==> src/rtl/svreal_sumdiff_pkg.sv <==
// Shared helpers for the svreal sum/difference decoder.
// Exponent alignment, internal width and shift arithmetic.
package svreal_sumdiff_pkg;

  // The halving of s+d and s-d is folded into the exponent.
  localparam int HALF_EXP_OFS = 1;

  function automatic int max2(input int x, input int y);
    return (x > y) ? x : y;
  endfunction

  function automatic int calc_align_exp(input int s_exp, input int d_exp);
    return (s_exp < d_exp) ? s_exp : d_exp;
  endfunction

  function automatic int calc_int_width(
    input int s_width, input int s_exp,
    input int d_width, input int d_exp
  );
    int e;
    e = calc_align_exp(s_exp, d_exp);
    return max2(s_width + s_exp - e, d_width + d_exp - e) + 1;
  endfunction

  function automatic int calc_shift(input int in_exp, input int out_exp);
    return in_exp - out_exp;
  endfunction

endpackage

==> src/rtl/svreal_rescale_sat.sv <==
// Combinational fixed-point rescale: shift, round half up
// and saturate to the output format.
module svreal_rescale_sat
  import svreal_sumdiff_pkg::*;
#(
  parameter int IN_W    = 20,
  parameter int IN_EXP  = -12,
  parameter int OUT_W   = 16,
  parameter int OUT_EXP = -8
) (
  input  logic signed [IN_W-1:0]  x,
  output logic signed [OUT_W-1:0] y,
  output logic                    ovf
);

  localparam int SH  = calc_shift(IN_EXP, OUT_EXP);
  localparam int LSH = (SH > 0) ? SH : 0;
  localparam int RSH = (SH < 0) ? -SH : 0;
  localparam int XW  =
    max2(max2(IN_W, RSH + 1) + LSH + 1, OUT_W + 1);

  localparam logic signed [XW-1:0] MAXV =
    XW'((64'sd1 <<< (OUT_W - 1)) - 64'sd1);
  localparam logic signed [XW-1:0] MINV = ~MAXV;

  logic signed [XW-1:0] ext;
  logic signed [XW-1:0] val;
  logic signed [XW-1:0] sat;

  assign ext = {{(XW-IN_W){x[IN_W-1]}}, x};

  if (RSH > 0) begin : g_rnd
    localparam logic signed [XW-1:0] HALF =
      XW'(64'sd1 <<< (RSH - 1));
    assign val = (ext + HALF) >>> RSH;
  end else begin : g_lsh
    assign val = ext <<< LSH;
  end

  // Clamp to the output range and flag any clamp.
  always_comb begin
    ovf = 1'b0;
    sat = val;
    if (val > MAXV) begin
      sat = MAXV;
      ovf = 1'b1;
    end else if (val < MINV) begin
      sat = MINV;
      ovf = 1'b1;
    end
  end

  assign y = OUT_W'(sat);

endmodule

==> src/rtl/svreal_sumdiff_decode.sv <==
// Recovers a=(s+d)/2 and b=(s-d)/2 from svreal s/d pairs
// through a 2-stage elastic valid/ready pipeline.
module svreal_sumdiff_decode
  import svreal_sumdiff_pkg::*;
#(
  parameter int S_WIDTH = 18,
  parameter int S_EXP   = -10,
  parameter int D_WIDTH = 19,
  parameter int D_EXP   = -11,
  parameter int A_WIDTH = 16,
  parameter int A_EXP   = -8,
  parameter int B_WIDTH = 17,
  parameter int B_EXP   = -9
) (
  input  logic                      clk,
  input  logic                      rst,
  input  logic                      in_valid,
  output logic                      in_ready,
  input  logic signed [S_WIDTH-1:0] s,
  input  logic signed [D_WIDTH-1:0] d,
  output logic                      out_valid,
  input  logic                      out_ready,
  output logic signed [A_WIDTH-1:0] a,
  output logic signed [B_WIDTH-1:0] b,
  output logic                      ovf_a,
  output logic                      ovf_b
);

  localparam int E    = calc_align_exp(S_EXP, D_EXP);
  localparam int W    =
    calc_int_width(S_WIDTH, S_EXP, D_WIDTH, D_EXP);
  localparam int SSH  = S_EXP - E;
  localparam int DSH  = D_EXP - E;
  localparam int HEXP = E - HALF_EXP_OFS;

  logic signed [W-1:0] s_al, d_al;
  logic signed [W-1:0] sum_q, dif_q;
  logic signed [A_WIDTH-1:0] a_n;
  logic signed [B_WIDTH-1:0] b_n;
  logic ovf_a_n, ovf_b_n;
  logic v1, v2, adv1, adv2;

  assign s_al = {{(W-S_WIDTH){s[S_WIDTH-1]}}, s} <<< SSH;
  assign d_al = {{(W-D_WIDTH){d[D_WIDTH-1]}}, d} <<< DSH;

  assign adv2      = !v2 || out_ready;
  assign adv1      = !v1 || adv2;
  assign in_ready  = adv1;
  assign out_valid = v2;

  svreal_rescale_sat #(
    .IN_W(W), .IN_EXP(HEXP),
    .OUT_W(A_WIDTH), .OUT_EXP(A_EXP)
  ) u_rs_a (
    .x(sum_q), .y(a_n), .ovf(ovf_a_n)
  );

  svreal_rescale_sat #(
    .IN_W(W), .IN_EXP(HEXP),
    .OUT_W(B_WIDTH), .OUT_EXP(B_EXP)
  ) u_rs_b (
    .x(dif_q), .y(b_n), .ovf(ovf_b_n)
  );

  // Stage 1: exact aligned sum and difference.
  always_ff @(posedge clk) begin
    if (rst) begin
      v1    <= 1'b0;
      sum_q <= '0;
      dif_q <= '0;
    end else if (adv1) begin
      v1 <= in_valid;
      if (in_valid) begin
        sum_q <= s_al + d_al;
        dif_q <= s_al - d_al;
      end
    end
  end

  // Stage 2: rescaled, rounded, saturated outputs.
  always_ff @(posedge clk) begin
    if (rst) begin
      v2    <= 1'b0;
      a     <= '0;
      b     <= '0;
      ovf_a <= 1'b0;
      ovf_b <= 1'b0;
    end else if (adv2) begin
      v2 <= v1;
      if (v1) begin
        a     <= a_n;
        b     <= b_n;
        ovf_a <= ovf_a_n;
        ovf_b <= ovf_b_n;
      end
    end
  end

endmodule

==> config.mk <==
export PLATFORM = sky130hd
export DESIGN_NAME = svreal_sumdiff_decode
export DESIGN_NICKNAME = d
export VERILOG_FILES = /design/src/rtl/svreal_sumdiff_pkg.sv /design/src/rtl/svreal_rescale_sat.sv /design/src/rtl/svreal_sumdiff_decode.sv
export SDC_FILE = /design/constraint.sdc
export NUM_CORES = 1
export LEC_CHECK = 0
export ABC_CLOCK_PERIOD_IN_PS = 2600
export BUFFER_PORTS_ARGS = -buffer_cell sky130_fd_sc_hd__buf_2
export CAP_MARGIN = 5
export CORE_MARGIN = 2
export CORE_UTILIZATION = 40
export CTS_BUF_LIST = sky130_fd_sc_hd__clkbuf_8
export DETAILED_ROUTE_END_ITERATION = 8
export HOLD_SLACK_MARGIN = 0.03
export PLACE_DENSITY = 0.68
export SYNTH_ARGS = -nofsm -noshare
export SYNTH_HDL_FRONTEND = slang
export SYNTH_SLANG_ARGS = --single-unit
==> constraint.sdc <==
create_clock -name clk -period 2.6 [get_ports clk]
set_clock_uncertainty 0.1 [all_clocks]
set_input_delay 0.39 -clock clk [delete_from_list [all_inputs] [get_ports clk]]
set_output_delay 0.39 -clock clk [all_outputs]
set_load 0.01 [all_outputs]
== Word-level counts from Yosys, hierarchy flattened ==
Index checks and enable logic that the tools add are counted.

* Add/subtract/negate cells: 4
* $lt $le $gt $ge: 4
* Mux-type cells: 8
* Reductions and logical operators: 6

{| class="wikitable"
|+ Operators by type and width
! operator !! count
|-
| 2-to-1 mux 17 bit || 2
|-
| 2-to-1 mux 16 bit || 2
|-
| adder 20 x 4 -> 21 bit (second input constant) || 1
|-
| adder 20 x 5 -> 21 bit (second input constant) || 1
|-
| adder 19 x 19 -> 20 bit || 1
|-
| subtractor 19 x 19 -> 20 bit || 1
|-
| > comparator 18 x 17 -> 1 bit (second input constant) || 1
|-
| less-than comparator 18 x 17 -> 1 bit (second input constant) || 1
|-
| > comparator 17 x 16 -> 1 bit (second input constant) || 1
|-
| less-than comparator 17 x 16 -> 1 bit (second input constant) || 1
|-
| 2-to-1 mux 1 bit || 4
|-
| AND reduction 2 bit || 2
|-
| logical NOT 1 bit || 2
|-
| logical OR 1 bit || 2
|}

* Register bits: 77
* Input bits: 41
* Output and inout bits: 37
* Word-level logic and storage cells: 30

== Longest topological paths before layout ==
Gate-level depths: netlist of the first run.

* Depth after elaboration: 4
* Mapped depth: 9
* Mapped depth without buffers: 8

== By module ==
A second synthesis of the first run with hierarchy kept.

* Cell total of the unflattened synthesis: 772
* Area total of the unflattened synthesis: 5801.8 um2

{| class="wikitable"
|+ By module, submodules not included
! module !! instances !! cells an instance !! area each (um2) !! seq. area each (um2)
|-
| svreal_sumdiff_decode || 1 || 591 || 4635.7 || 1521.5
|-
| svreal_rescale_sat at u_rs_b || 1 || 91 || 600.6 || 0.0
|-
| svreal_rescale_sat at u_rs_a || 1 || 90 || 565.5 || 0.0
|}

== Worst setup path before layout of the first run ==
No wires, ideal clock.

* Path kind: input-to-reg
* From: input port d[3]
* To: register dif_q[18]
* Library setup time: 0.122 ns
* Data arrival time: 2.257 ns
* Data required time: 2.378 ns
* Setup slack: 0.122 ns
* Cell stages on the path: 8
* Path buffers: 0
* Cell sequence: inv_1 > ha_1 > o21a_1 > o31a_2 > o21ai_1 > a2111oi_0 > mux2_2 > a221o_1

* Word-level cells in the longest chain between the ends: 1

{| class="wikitable"
|+ RTL lines
! what !! line !! source
|-
| from (decl) || svreal_sumdiff_decode.sv:20 || <nowiki>input logic signed [D_WIDTH-1:0] d,</nowiki>
|-
| subtractor 19 x 19 -> 20 bit || svreal_sumdiff_decode.sv:75 || <nowiki>dif_q <= s_al - d_al;</nowiki>
|-
| to (signal assigned) || svreal_sumdiff_decode.sv:75 ||
|-
| to (decl) || svreal_sumdiff_decode.sv:37 || <nowiki>logic signed [W-1:0] sum_q, dif_q;</nowiki>
|}

No other way between the ends.
A chain may end at the register's enable or synchronous reset.

== Final worst setup path of the first run ==
* From: input port s[4]
* To: register sum_q[16]

* Word-level cells in the longest chain between the ends: 1

{| class="wikitable"
|+ RTL lines
! what !! line !! source
|-
| from (decl) || svreal_sumdiff_decode.sv:19 || <nowiki>input logic signed [S_WIDTH-1:0] s,</nowiki>
|-
| adder 19 x 19 -> 20 bit || svreal_sumdiff_decode.sv:74 || <nowiki>sum_q <= s_al + d_al;</nowiki>
|-
| to (signal assigned) || svreal_sumdiff_decode.sv:74 ||
|-
| to (decl) || svreal_sumdiff_decode.sv:37 ||
|}

No other way between the ends.

==> out/qor.log, run 1 <==
INFO  outcome        status=finished clean
INFO  finish         stdcell_area=0.00595mm2
INFO  timing         worst_hold_slack=261ps
INFO  routing        detail-route-antenna-nets=0
INFO  clock_tree     cts_sinks=72
INFO  setup_path     criticalPathCategory=input port to flip-flop
INFO  finish         final_net_count=801
INFO  finish         area_delta_synth_final=18.7%
INFO  global_route   wire_length_of_the_first_global_routing_pass=21.4mm
INFO  synthesis      yosysTopAreaCellShare=28.8%
INFO  setup_path     setup.worst_path.start_class=input port
INFO  timing         post-route-period-util=89.8%
INFO  timing         slew_violations=0
INFO  synthesis      synthDistinctLibCells=68
INFO  global_route   grt_usage=20.0%
INFO  setup_path     timing.critical_path.cells=buf_2, ha_1, nor3_2, o21ai_1, a211o_2, a2111oi_2, buf_4, o21ai_1, a311oi_1
INFO  timing         max_clock_freq=0.429GHz
INFO  setup_path     critPathMostFrequentCell=sky130_fd_sc_hd__o21ai_1
INFO  synthesis      most_used_flip_flop_cell_after_synthesis=sky130_fd_sc_hd__dfxtp_1
INFO  routing        first_pass_iters=5
INFO  routing        via_per_inst=5.42
INFO  hold_path      hold_depth=3
INFO  synthesis      synth_top_cells_by_area=sky130_fd_sc_hd__dfxtp_1 29%, sky130_fd_sc_hd__ha_1 9.5%, sky130_fd_sc_hd__a211oi_1 6.1%
INFO  routing        drt_iter0_drc=296
INFO  clock_tree     htreeDepth=3
INFO  clock_tree     worst_setup_hold_path_clk_slew=70ps
INFO  power          power-per-cell-area=526mW/mm2
INFO  setup_path     timing.critical_path.max_delay_family=compound AO/OA/AOI/OAI gates
INFO  clock_tree     postCtsSetupBuffers=0
INFO  global_route   grt_overflow_total=0
INFO  clock_tree     post_cts.resized_instances=0
INFO  setup_path     r2r.worst_path.cells=6
INFO  setup_path     reg2reg_to=b[5]
INFO  timing         worst-slew-pin-transition=739ps
INFO  timing         max-slew-margin-rel=50.7%
INFO  synthesis      synth-edff-count=0
INFO  clock_tree     clk-insertion-delay-late=350ps
INFO  hold_path      min_from=out_ready
INFO  placed_design  port-buffer-count=77
INFO  floorplanning  dieWidth=116um
INFO  floorplanning  core.rowCount=40
INFO  global_route   via_count_of_the_first_global_routing_pass=4550
INFO  routing        drt-wirelength-per-cell=14.7um
INFO  synthesis      synth_most_common_cell=sky130_fd_sc_hd__nor2_1
INFO  synthesis      syn-instance-count=633
INFO  timing         timing_hold_violations_final=0
INFO  synthesis      synth.ff_latch_count=72
INFO  power          irDropWorstVdd=0.285mV
INFO  hold_path      holdPathEnd=out_valid
INFO  global_route   grt_max_degree=74
INFO  clock_tree     cts_root_buf=sky130_fd_sc_hd__clkbuf_8
INFO  floorplanning  ios=78
INFO  power          cellLeakagePower=0.00255uW
INFO  synthesis      synth_seq_area_share=28.8%
INFO  timing         setup_repair_after_global_routing_missed_its_margin=false
INFO  setup_path     critical_path_maximum_fanout=5
INFO  clock_tree     cts.hold.buffers_added=0
INFO  setup_path     cp_data_required_time=2760ps
INFO  setup_path     critPathSlowestCell=sky130_fd_sc_hd__a2111oi_2
INFO  placed_design  gp_congestion=0.901
INFO  global_route   grt_antenna_before_repair=0
INFO  finish         antennaDiodeCount=0
INFO  placed_design  detailed_place_hpwl=10.4mm
INFO  flow_run       drv_cap=0
INFO  setup_path     critPathMaxStageDelay=430ps
INFO  clock_tree     cts_tree=yes
INFO  setup_path     critical_path_buf_inv_count=2
INFO  routing        detail_route.wirelength=13.1mm
INFO  finish         layout-drive-gt1-share=21.0%
INFO  synthesis      synthesis.nets=712
INFO  floorplanning  initial_core_util=41.4%
INFO  setup_path     kind_of_capture_point_of_the_worst_setup_path=flip-flop
INFO  synthesis      netlist_area=0.00501mm2
INFO  synthesis      proportion_of_register_bits_with_asynchronous_set_or_reset_after_synthesis=0%
INFO  timing         setup_viol=0
INFO  synthesis      postSynthAreaPerCell=7.92um2
INFO  clock_tree     cts_max_path_buffers=2
INFO  synthesis      synth_largest_area_cell=sky130_fd_sc_hd__dfxtp_1
INFO  setup_path     r2r_start=dif_q[4]
INFO  synthesis      yosysWarningCount=0
INFO  timing         timing.final.crit_period=2330ps
INFO  floorplanning  fp.coreArea=0.0121mm2
INFO  hold_path      min_path_type=input port to flip-flop
INFO  setup_path     r2r_setup_slack=370ps
INFO  setup_path     worst_ep_arrival_time=2500ps
INFO  routing        drt_drc_violations_left=0
INFO  floorplanning  die_h=116um
INFO  placed_design  dpl-instance-area=0.00574mm2
INFO  routing        vias=4848
INFO  clock_tree     tritoncts.num_buffers=9
INFO  synthesis      synth.cells.most_frequent=79 x sky130_fd_sc_hd__nor2_1, 72 x sky130_fd_sc_hd__dfxtp_1, 52 x sky130_fd_sc_hd__nand2_1
INFO  floorplanning  floorplan.die_area=0.0134mm2
## worst min-delay path: stages
cell	delay (ps)
sky130_fd_sc_hd__buf_2	80
sky130_fd_sc_hd__nand2b_1	130
sky130_fd_sc_hd__a21oi_1	70
## cell usage in the layout, fill, tap and decap left out, drive strengths merged, types with 3 or more instances in the layout
cell     instances
buf            117
nor2            81
dfxtp           72
nand2           52
a211oi          42
a21oi           41
ha              38
inv             34
xnor2           29
nand3           20
o21ai           20
nor3            19
xor2            17
nand3b          10
clkbuf          10
and3             9
nand4            9
nor2b            9
and2             7
and4             7
or3              7
o211ai           6
a311oi           6
a2111oi          6
nand2b           5
mux2i            4
a31oi            4
a21o             4
or4              4
o21a             3
## state kept, by name, summed over array words and instances, names as in the netlist
register,flops
ovf_a,1
b,17
ovf_b,1
dif_q,18
v1,1
out_valid,1
a,16
sum_q,17
## logic make-up after synthesis
group	share of synthesized area, %
AO/OA/AOI/OAI	21.7
XOR/XNOR	8.04
adder cells (fa/ha/maj)	9.49
buffers and inverters	5.74
flip-flops	28.8
multiplexers	1.25
AND/OR/NAND/NOR	25.0
## worst max path at each step
stage | cells past startpoint | start | end | slack, ps
floorplan | 8 | d[3] | dif_q[18] | 120
global placement | 9 | s[4] | sum_q[16] | -20
detailed placement | 9 | s[4] | sum_q[16] | -80
CTS | 9 | s[4] | sum_q[16] | 290
global route | 10 | d[5] | sum_q[16] | 60
finish | 9 | s[4] | sum_q[16] | 270
## final cells by class
class,count,area [um2]
clock buffers,10,138
well taps,168,210
clock inverters,6,76.3
flip-flops and latches,72,1440
fillers,1214,6160
repair buffers,117,686
inverters,31,116
multi-input cells,491,3280
## power breakdown
group	leakage, uW	switching, uW	internal, uW
Sequential	0.000594	94.7	1200
Combinational	0.00184	482	383
Clock	0.000120	413	555
Total	0.00255	990	2140
## per-stage QoR
stage | power (uW) | setup TNS (ps) | std cells | util (%) | setup WS (ps)
after floorplan | 1870 | 0 | 633 | - | 122
after global placement | 2150 | -22.9 | 879 | 47.4 | -22.9
after detailed placement | 2180 | -94.1 | 879 | 47.4 | -76.4
after CTS | 3130 | 0 | 895 | 49.1 | 289
after global routing | 3290 | 0 | 895 | 49.1 | 65.0
final | 3130 | 0 | 895 | 49.1 | 266
## layer usage
| metal | vias to the layer above | share of wire (%) | track usage [%] |
|---|---|---|---|
| li1 | 2433 | - | - |
| met1 | 2224 | 48 | 27.1 |
| met2 | 172 | 45 | 31.4 |
| met3 | 19 | 5.1 | 3.35 |
| met4 | 0 | 2.2 | 8.73 |
| met5 | - | 0 | 0 |
Power figures use the tool's default switching activity.
==> run 2: changes to the inputs <==
Settings changed: CORE_ASPECT_RATIO set to 2.
==> run 2 against run 1 <==
  * Combinational power grew 3.9%
  * Routed wire length grew 3.4%
  * Via count grew 0.17%
  * Worst hold slack lost 21 ps
  * Utilization grew 0.49 points
  * Fmax shrank 2.6%
  * Worst setup slack lost 62 ps
  * Sequential share of layout area shrank 0.41 points
  * Critical path type unchanged
  * Cell count shrank 0.34%
  * Largest power group unchanged
  * Non-clock buffer count grew 18
  * Critical path depth is the same
  * Clock power shrank 7.3%
==> out/qor.log, run 2 (same netlist as run 1, synthesis figures left out) <==
INFO  outcome        status=finished clean
INFO  power          p_sw_share=32.0% [+0.32 points]
INFO  clock_tree     cts_sinks=72 [unchanged]
INFO  clock_tree     worst_setup_hold_path_clk_slew=80ps [about the same]
INFO  clock_tree     htreeDepth=3 [unchanged]
INFO  floorplanning  fp.coreArea=0.0122mm2 [+0.69%]
INFO  global_route   grt_overflow_total=0 [unchanged]
INFO  timing         slew_violations=0 [unchanged]
INFO  finish         max_flop_register=dif_q
INFO  timing         timing_hold_violations_final=0 [unchanged]
INFO  placed_design  detailed_place_hpwl=11.2mm [+8.0%]
INFO  global_route   gr-usage-met3=2.59% [-0.76 points]
INFO  global_route   global_route_track_usage_on_met2=39.4% [+8.0 points]
INFO  finish         largest_register_ffs=18 [unchanged]
INFO  finish         final_net_count=819 [+2.2%]
INFO  floorplanning  core.rowCount=57 [+43%]
INFO  clock_tree     clk-insertion-delay-late=350ps [about the same]
INFO  hold_path      min_from=in_valid
INFO  clock_tree     post_cts.resized_instances=0 [unchanged]
INFO  finish         finish.cell_count_without_fillers=892 [-0.34%]
INFO  timing         max_clock_freq=0.417GHz [-2.6%]
INFO  global_route   use_met1=20.5% [-6.6 points]
INFO  power          power.share.sequential=41.9% [+0.5 points]
INFO  routing        drt_drc_violations_left=0 [unchanged]
INFO  power          power-per-cell-area=511mW/mm2 [-2.8%]
INFO  clock_tree     cts_root_buf=sky130_fd_sc_hd__clkbuf_8
INFO  placed_design  port-buffer-count=77 [unchanged]
INFO  clock_tree     tritoncts.num_buffers=9 [unchanged]
INFO  routing        drt_iter0_drc=264 [-11%]
INFO  floorplanning  floorplan.die_area=0.0135mm2 [+0.41%]
INFO  setup_path     r2r_setup_slack=390ps [+20 ps]
INFO  timing         max-slew-margin-rel=52.4% [+1.7 points]
INFO  setup_path     r2r.worst_path.cells=7 [+1]
INFO  setup_path     reg2reg_to=b[2]
INFO  global_route   wire_length_of_the_first_global_routing_pass=22.4mm [+4.4%]
INFO  finish         layout-drive-gt1-share=23.4% [+2.3 points]
INFO  routing        first_pass_iters=6 [+1]
INFO  power          power.switching=988uW [-0.14%]
INFO  setup_path     criticalPathCategory=input port to flip-flop
INFO  floorplanning  dieWidth=83.1um [-28%]
INFO  power          cellInternalPower=2100uW [-1.6%]
INFO  flow_run       drv_cap=0 [unchanged]
INFO  clock_tree     postCtsSetupBuffers=0 [unchanged]
INFO  routing        detail_route.wirelength=13.6mm [+3.4%]
INFO  global_route   grt.busiest_layer=met2
INFO  placed_design  number_of_cells_in_the_design_after_placement=876 [-0.34%]
INFO  setup_path     worst_ep_arrival_time=2540ps [+40 ps]
INFO  routing        via_per_inst=5.44 [+0.50%]
INFO  setup_path     critical_path_maximum_fanout=5 [unchanged]
INFO  finish         antennaDiodeCount=0 [unchanged]
INFO  finish         commonest_cells_after_routing_fill_and_taps_aside=79 x sky130_fd_sc_hd__nor2_1, 77 x sky130_fd_sc_hd__buf_2, 72 x sky130_fd_sc_hd__dfxtp_1
INFO  setup_path     cp_data_required_time=2740ps [-20 ps]
INFO  hold_path      min_path_type=input port to flip-flop
INFO  clock_tree     cts_tree=yes
INFO  finish         area_delta_synth_final=20.7%
INFO  timing         setup_repair_after_global_routing_missed_its_margin=false
INFO  clock_tree     cts_max_path_buffers=2 [unchanged]
INFO  timing         post-route-period-util=92.1% [+2.4 points]
INFO  timing         worst-slew-pin-transition=714ps [-25.3 ps]
INFO  global_route   via_count_of_the_first_global_routing_pass=4829 [+6.1%]
INFO  power          part_of_the_total_power_dissipated_in_combinational_logic=29.1% [+1.5 points]
INFO  finish         largestRegisters=dif_q: 18 flops, b: 17 flops, sum_q: 17 flops
INFO  clock_tree     cts.hold.buffers_added=0 [unchanged]
INFO  hold_path      hold_depth=3 [unchanged]
INFO  power          cellLeakagePower=0.00262uW [+2.7%]
INFO  timing         setup_viol=0 [unchanged]
INFO  setup_path     setup.worst_path.start_class=input port
INFO  floorplanning  initial_core_util=41.1% [-0.28 points]
INFO  global_route   grt_usage=20.1% [+0.16 points]
INFO  routing        detail-route-antenna-nets=0 [unchanged]
INFO  global_route   grt_antenna_before_repair=0 [unchanged]
INFO  timing         timing.final.crit_period=2400ps [+62.1 ps]
INFO  routing        drt-wirelength-per-cell=15.2um [+3.7%]
INFO  floorplanning  die_h=162um [+40%]
INFO  setup_path     kind_of_capture_point_of_the_worst_setup_path=flip-flop
INFO  power          pwr-share-clk=29.0% [-1.9 points]
INFO  finish         final_common_cell=sky130_fd_sc_hd__nor2_1
INFO  timing         timing.setup.tns=0ps [unchanged]
INFO  global_route   grt_max_degree=74 [unchanged]
INFO  floorplanning  ios=78 [unchanged]
INFO  hold_path      holdPathEnd=v1
INFO  placed_design  gp_congestion=0.948 [+5.2%]
INFO  power          irDropWorstVdd=0.347mV [+22%]
INFO  power          post_layout_total_power=3090uW [-1.1%]
INFO  routing        vias=4856 [+0.17%]
INFO  setup_path     r2r_start=dif_q[2]
-- run 2: area by class of cell --
type / instances / area, um2
Clock buffer: 11 / 151
Multi-Input combinational cell: 491 / 3280
Sequential cell: 72 / 1440
Timing Repair Buffer: 135 / 821
Clock inverter: 5 / 55.1
Tap cell: 147 / 184
Fill cell: 1194 / 6140
Inverter: 31 / 116
-- run 2: critical path: stages --
cell,delay [ps]
sky130_fd_sc_hd__buf_2,90
sky130_fd_sc_hd__inv_1,40
sky130_fd_sc_hd__ha_1,380
sky130_fd_sc_hd__o211ai_1,150
sky130_fd_sc_hd__a21oi_1,160
sky130_fd_sc_hd__o21ai_1,140
sky130_fd_sc_hd__a2111oi_0,550
sky130_fd_sc_hd__mux2_2,390
sky130_fd_sc_hd__a221o_1,260
-- run 2: power by group through the flow --
stage | clock [uW] | combinational, uW | sequential (uW)
floorplan | 0 | 557 | 1310
global placement | 0 | 883 | 1320
detailed placement | 0 | 898 | 1320
CTS | 907 | 902 | 1300
global route | 951 | 993 | 1310
finish | 897 | 899 | 1300
-- run 2: worst max-delay path by stage --
stage | start | endpoint | slack [ps] | depth (start not counted)
5_1_grt | d[5] | dif_q[18] | 70 | 9
4_1_cts | d[5] | dif_q[18] | 260 | 9
6_report | d[5] | dif_q[18] | 200 | 9
3_3_place_gp | d[5] | dif_q[18] | -20 | 9
2_1_floorplan | d[3] | dif_q[18] | 120 | 8
3_5_place_dp | d[5] | dif_q[18] | -100 | 9
-- run 2: stage by stage --
step                setup WS, ps  area (um2)  util (%)  hold slack, ps
floorplan                    122        5010         -             348
global placement           -17.0        5840      47.9             345
detailed placement         -97.1        5840      47.9             342
CTS                          258        6050      49.6             225
global route                70.4        6050      49.6             255
finish                       204        6050      49.6             240
-- run 2: routing by layer --
metal | part of all wire, % | up-vias | wire length, um
met2 | 55 | 121 | 7460
li1 | - | 2472 | -
met3 | 3.5 | 31 | 474
met5 | 0 | - | 0
met4 | 3.8 | 0 | 520
met1 | 38 | 2232 | 5130
==> run 3: changes to the inputs <==
Settings changed: ABC_CLOCK_PERIOD_IN_PS 2600 to 3000, PLACE_DENSITY 0.68 to 0.66.
Clock period 2.6 ns to 3 ns, I/O delays scaled along.
==> run 3 against run 2 <==
  * Register-to-register slack better by 370 ps
  * Clock power is 15% lower
  * Clock-buffer cell count is the same
  * Sequential cell count is the same
  * Global-route usage about the same
  * Largest power group unchanged
==> out/qor.log, run 3 (same netlist as run 1, synthesis figures left out) <==
INFO  power          power-per-cell-area=453mW/mm2 [-11%]
INFO  clock_tree     tritoncts.num_buffers=9 [unchanged]
INFO  placed_design  gp_congestion=0.907 [-4.3%]
INFO  finish         area_delta_synth_final=14.2%
INFO  routing        via_per_inst=5.55 [+1.9%]
INFO  floorplanning  core.rowCount=57 [unchanged]
INFO  placed_design  port-buffer-count=77 [unchanged]
INFO  finish         largestRegisters=dif_q: 18 flops, b: 17 flops, sum_q: 17 flops
INFO  hold_path      min_path_type=input port to flip-flop
INFO  clock_tree     clk-insertion-delay-late=350ps [about the same]
INFO  timing         setup_viol=0 [unchanged]
INFO  floorplanning  die_h=162um [unchanged]
INFO  flow_run       drv_cap=0 [unchanged]
INFO  finish         stdcell_area=0.00572mm2 [-5.5%]
INFO  finish         layout-drive-gt1-share=18.4% [-5.0 points]
INFO  setup_path     kind_of_capture_point_of_the_worst_setup_path=flip-flop
INFO  clock_tree     postCtsSetupBuffers=0 [unchanged]
INFO  timing         max-slew-margin-rel=59.6% [+7.2 points]
INFO  clock_tree     worst_setup_hold_path_clk_slew=70ps [about the same]
INFO  finish         postLayoutCoreUtil=46.9% [-2.7 points]
INFO  timing         worst-slew-pin-transition=606ps [-107 ps]
INFO  clock_tree     htreeDepth=3 [unchanged]
INFO  routing        detail-route-antenna-nets=0 [unchanged]
INFO  timing         post-route-period-util=84.7%
INFO  outcome        status=finished clean
INFO  finish         largest_register_ffs=18 [unchanged]
INFO  floorplanning  initial_core_util=41.1% [unchanged]
INFO  placed_design  detailed_place_hpwl=10.8mm [-3.6%]
INFO  global_route   wire_length_of_the_first_global_routing_pass=22.4mm [+0.16%]
INFO  setup_path     criticalPathCategory=input port to flip-flop
INFO  global_route   grt_antenna_before_repair=0 [unchanged]
INFO  finish         antennaDiodeCount=0 [unchanged]
INFO  global_route   grt_max_degree=62 [-16%]
INFO  timing         setup_repair_after_global_routing_missed_its_margin=false
INFO  finish         commonest_cells_after_routing_fill_and_taps_aside=79 x sky130_fd_sc_hd__nor2_1, 77 x sky130_fd_sc_hd__buf_2, 72 x sky130_fd_sc_hd__dfxtp_1
INFO  placed_design  detailedPlace.worstSlack=164ps [+261 ps]
INFO  power          cellLeakagePower=0.00243uW [-7.5%]
INFO  timing         timing_hold_violations_final=0 [unchanged]
INFO  clock_tree     cts_sinks=72 [unchanged]
INFO  routing        first_pass_iters=4 [-2]
INFO  global_route   grt_usage=20.1% [-0.021 points]
INFO  setup_path     worst_ep_arrival_time=2680ps [+140 ps]
INFO  clock_tree     cts.hold.buffers_added=0 [unchanged]
INFO  floorplanning  floorplan.die_area=0.0135mm2 [unchanged]
INFO  setup_path     setup.worst_path.start_class=input port
INFO  clock_tree     post_cts.resized_instances=0 [unchanged]
INFO  routing        vias=4711 [-3.0%]
INFO  global_route   grt_overflow_total=0 [unchanged]
INFO  routing        drt_drc_violations_left=0 [unchanged]
INFO  finish         final_common_cell=sky130_fd_sc_hd__nor2_1
INFO  timing         max_clock_freq=0.393GHz
INFO  timing         timing.setup.tns=0ps [unchanged]
INFO  timing         final_critical_path_setup_slack=459ps [+254 ps]
INFO  routing        detail_route.wirelength=13.4mm [-1.7%]
INFO  clock_tree     cts_max_path_buffers=2 [unchanged]
INFO  floorplanning  dieWidth=83.1um [unchanged]
INFO  setup_path     cp_data_required_time=3140ps [+400 ps]
INFO  timing         slew_violations=0 [unchanged]
INFO  placed_design  dpl-instance-area=0.00552mm2 [-5.5%]
INFO  routing        drt_iter0_drc=244 [-7.6%]
INFO  clock_tree     cts_tree=yes
INFO  clock_tree     cts_root_buf=sky130_fd_sc_hd__clkbuf_8
INFO  floorplanning  ios=78 [unchanged]
INFO  finish         max_flop_register=dif_q
INFO  timing         timing.final.crit_period=2540ps
INFO  finish         final_net_count=776 [-5.3%]
INFO  routing        drt-wirelength-per-cell=15.7um [+3.3%]
INFO  floorplanning  fp.coreArea=0.0122mm2 [unchanged]
INFO  power          irDropWorstVdd=0.253mV [-27%]
INFO  setup_path     critical_path_maximum_fanout=9 [+4]
INFO  global_route   via_count_of_the_first_global_routing_pass=4652 [-3.7%]
==> run 3: cell types whose count changed in the layout (fill, tap and decap cells not counted), sizes merged <==
cell / delta
buf: -43
inv: +2
clkinvlp: -2
==> run 3: layer usage <==
metal | GRT usage, % | vias to the layer above | share of wire [%]
li1 | - | 2389 | -
met1 | 21.5 | 2189 | 39
met2 | 38.7 | 109 | 54
met3 | 2.44 | 24 | 3.6
met4 | 8.94 | 0 | 3.2
met5 | 0 | - | 0
==> run 3: final cells by class <==
cell class / instances / area (um2)
Clock buffer: 11 / 151
Clock inverter: 5 / 47.5
Fill cell: 1231 / 6470
Inverter: 31 / 116
Multi-Input combinational cell: 491 / 3280
Sequential cell: 72 / 1440
Tap cell: 147 / 184
Timing Repair Buffer: 92 / 498
==> run 3: worst paths after layout <==
path            start   endpoint  slack (ps)  cells past startpoint
min          in_valid         v1         310                      3
max reg2reg  dif_q[4]       b[2]         760                      6
min reg2reg     a[15]      a[15]         360                      2
max              d[8]  dif_q[18]         460                      9
==> run 3: worst max-delay path, stage by stage <==
cell	delay (ps)
sky130_fd_sc_hd__buf_2	90
sky130_fd_sc_hd__inv_1	40
sky130_fd_sc_hd__ha_1	460
sky130_fd_sc_hd__nand3_1	190
sky130_fd_sc_hd__a21oi_1	150
sky130_fd_sc_hd__o21ai_1	140
sky130_fd_sc_hd__a2111oi_0	510
sky130_fd_sc_hd__mux2_2	390
sky130_fd_sc_hd__a221o_1	250
==> run 3: per-stage QoR <==
stage	power, uW	hold WS [ps]	std cells
6_report	2590	312	849
5_1_grt	2730	325	849
4_1_cts	2600	295	849
3_5_place_dp	1850	349	833
3_3_place_gp	1830	344	833
2_1_floorplan	1620	348	633
==> run 3: power breakdown <==
part           internal (uW)  leakage [uW]  switching (uW)
Sequential              1040      0.000594            86.2
Combinational            298       0.00172             403
Clock                    421      0.000112             340
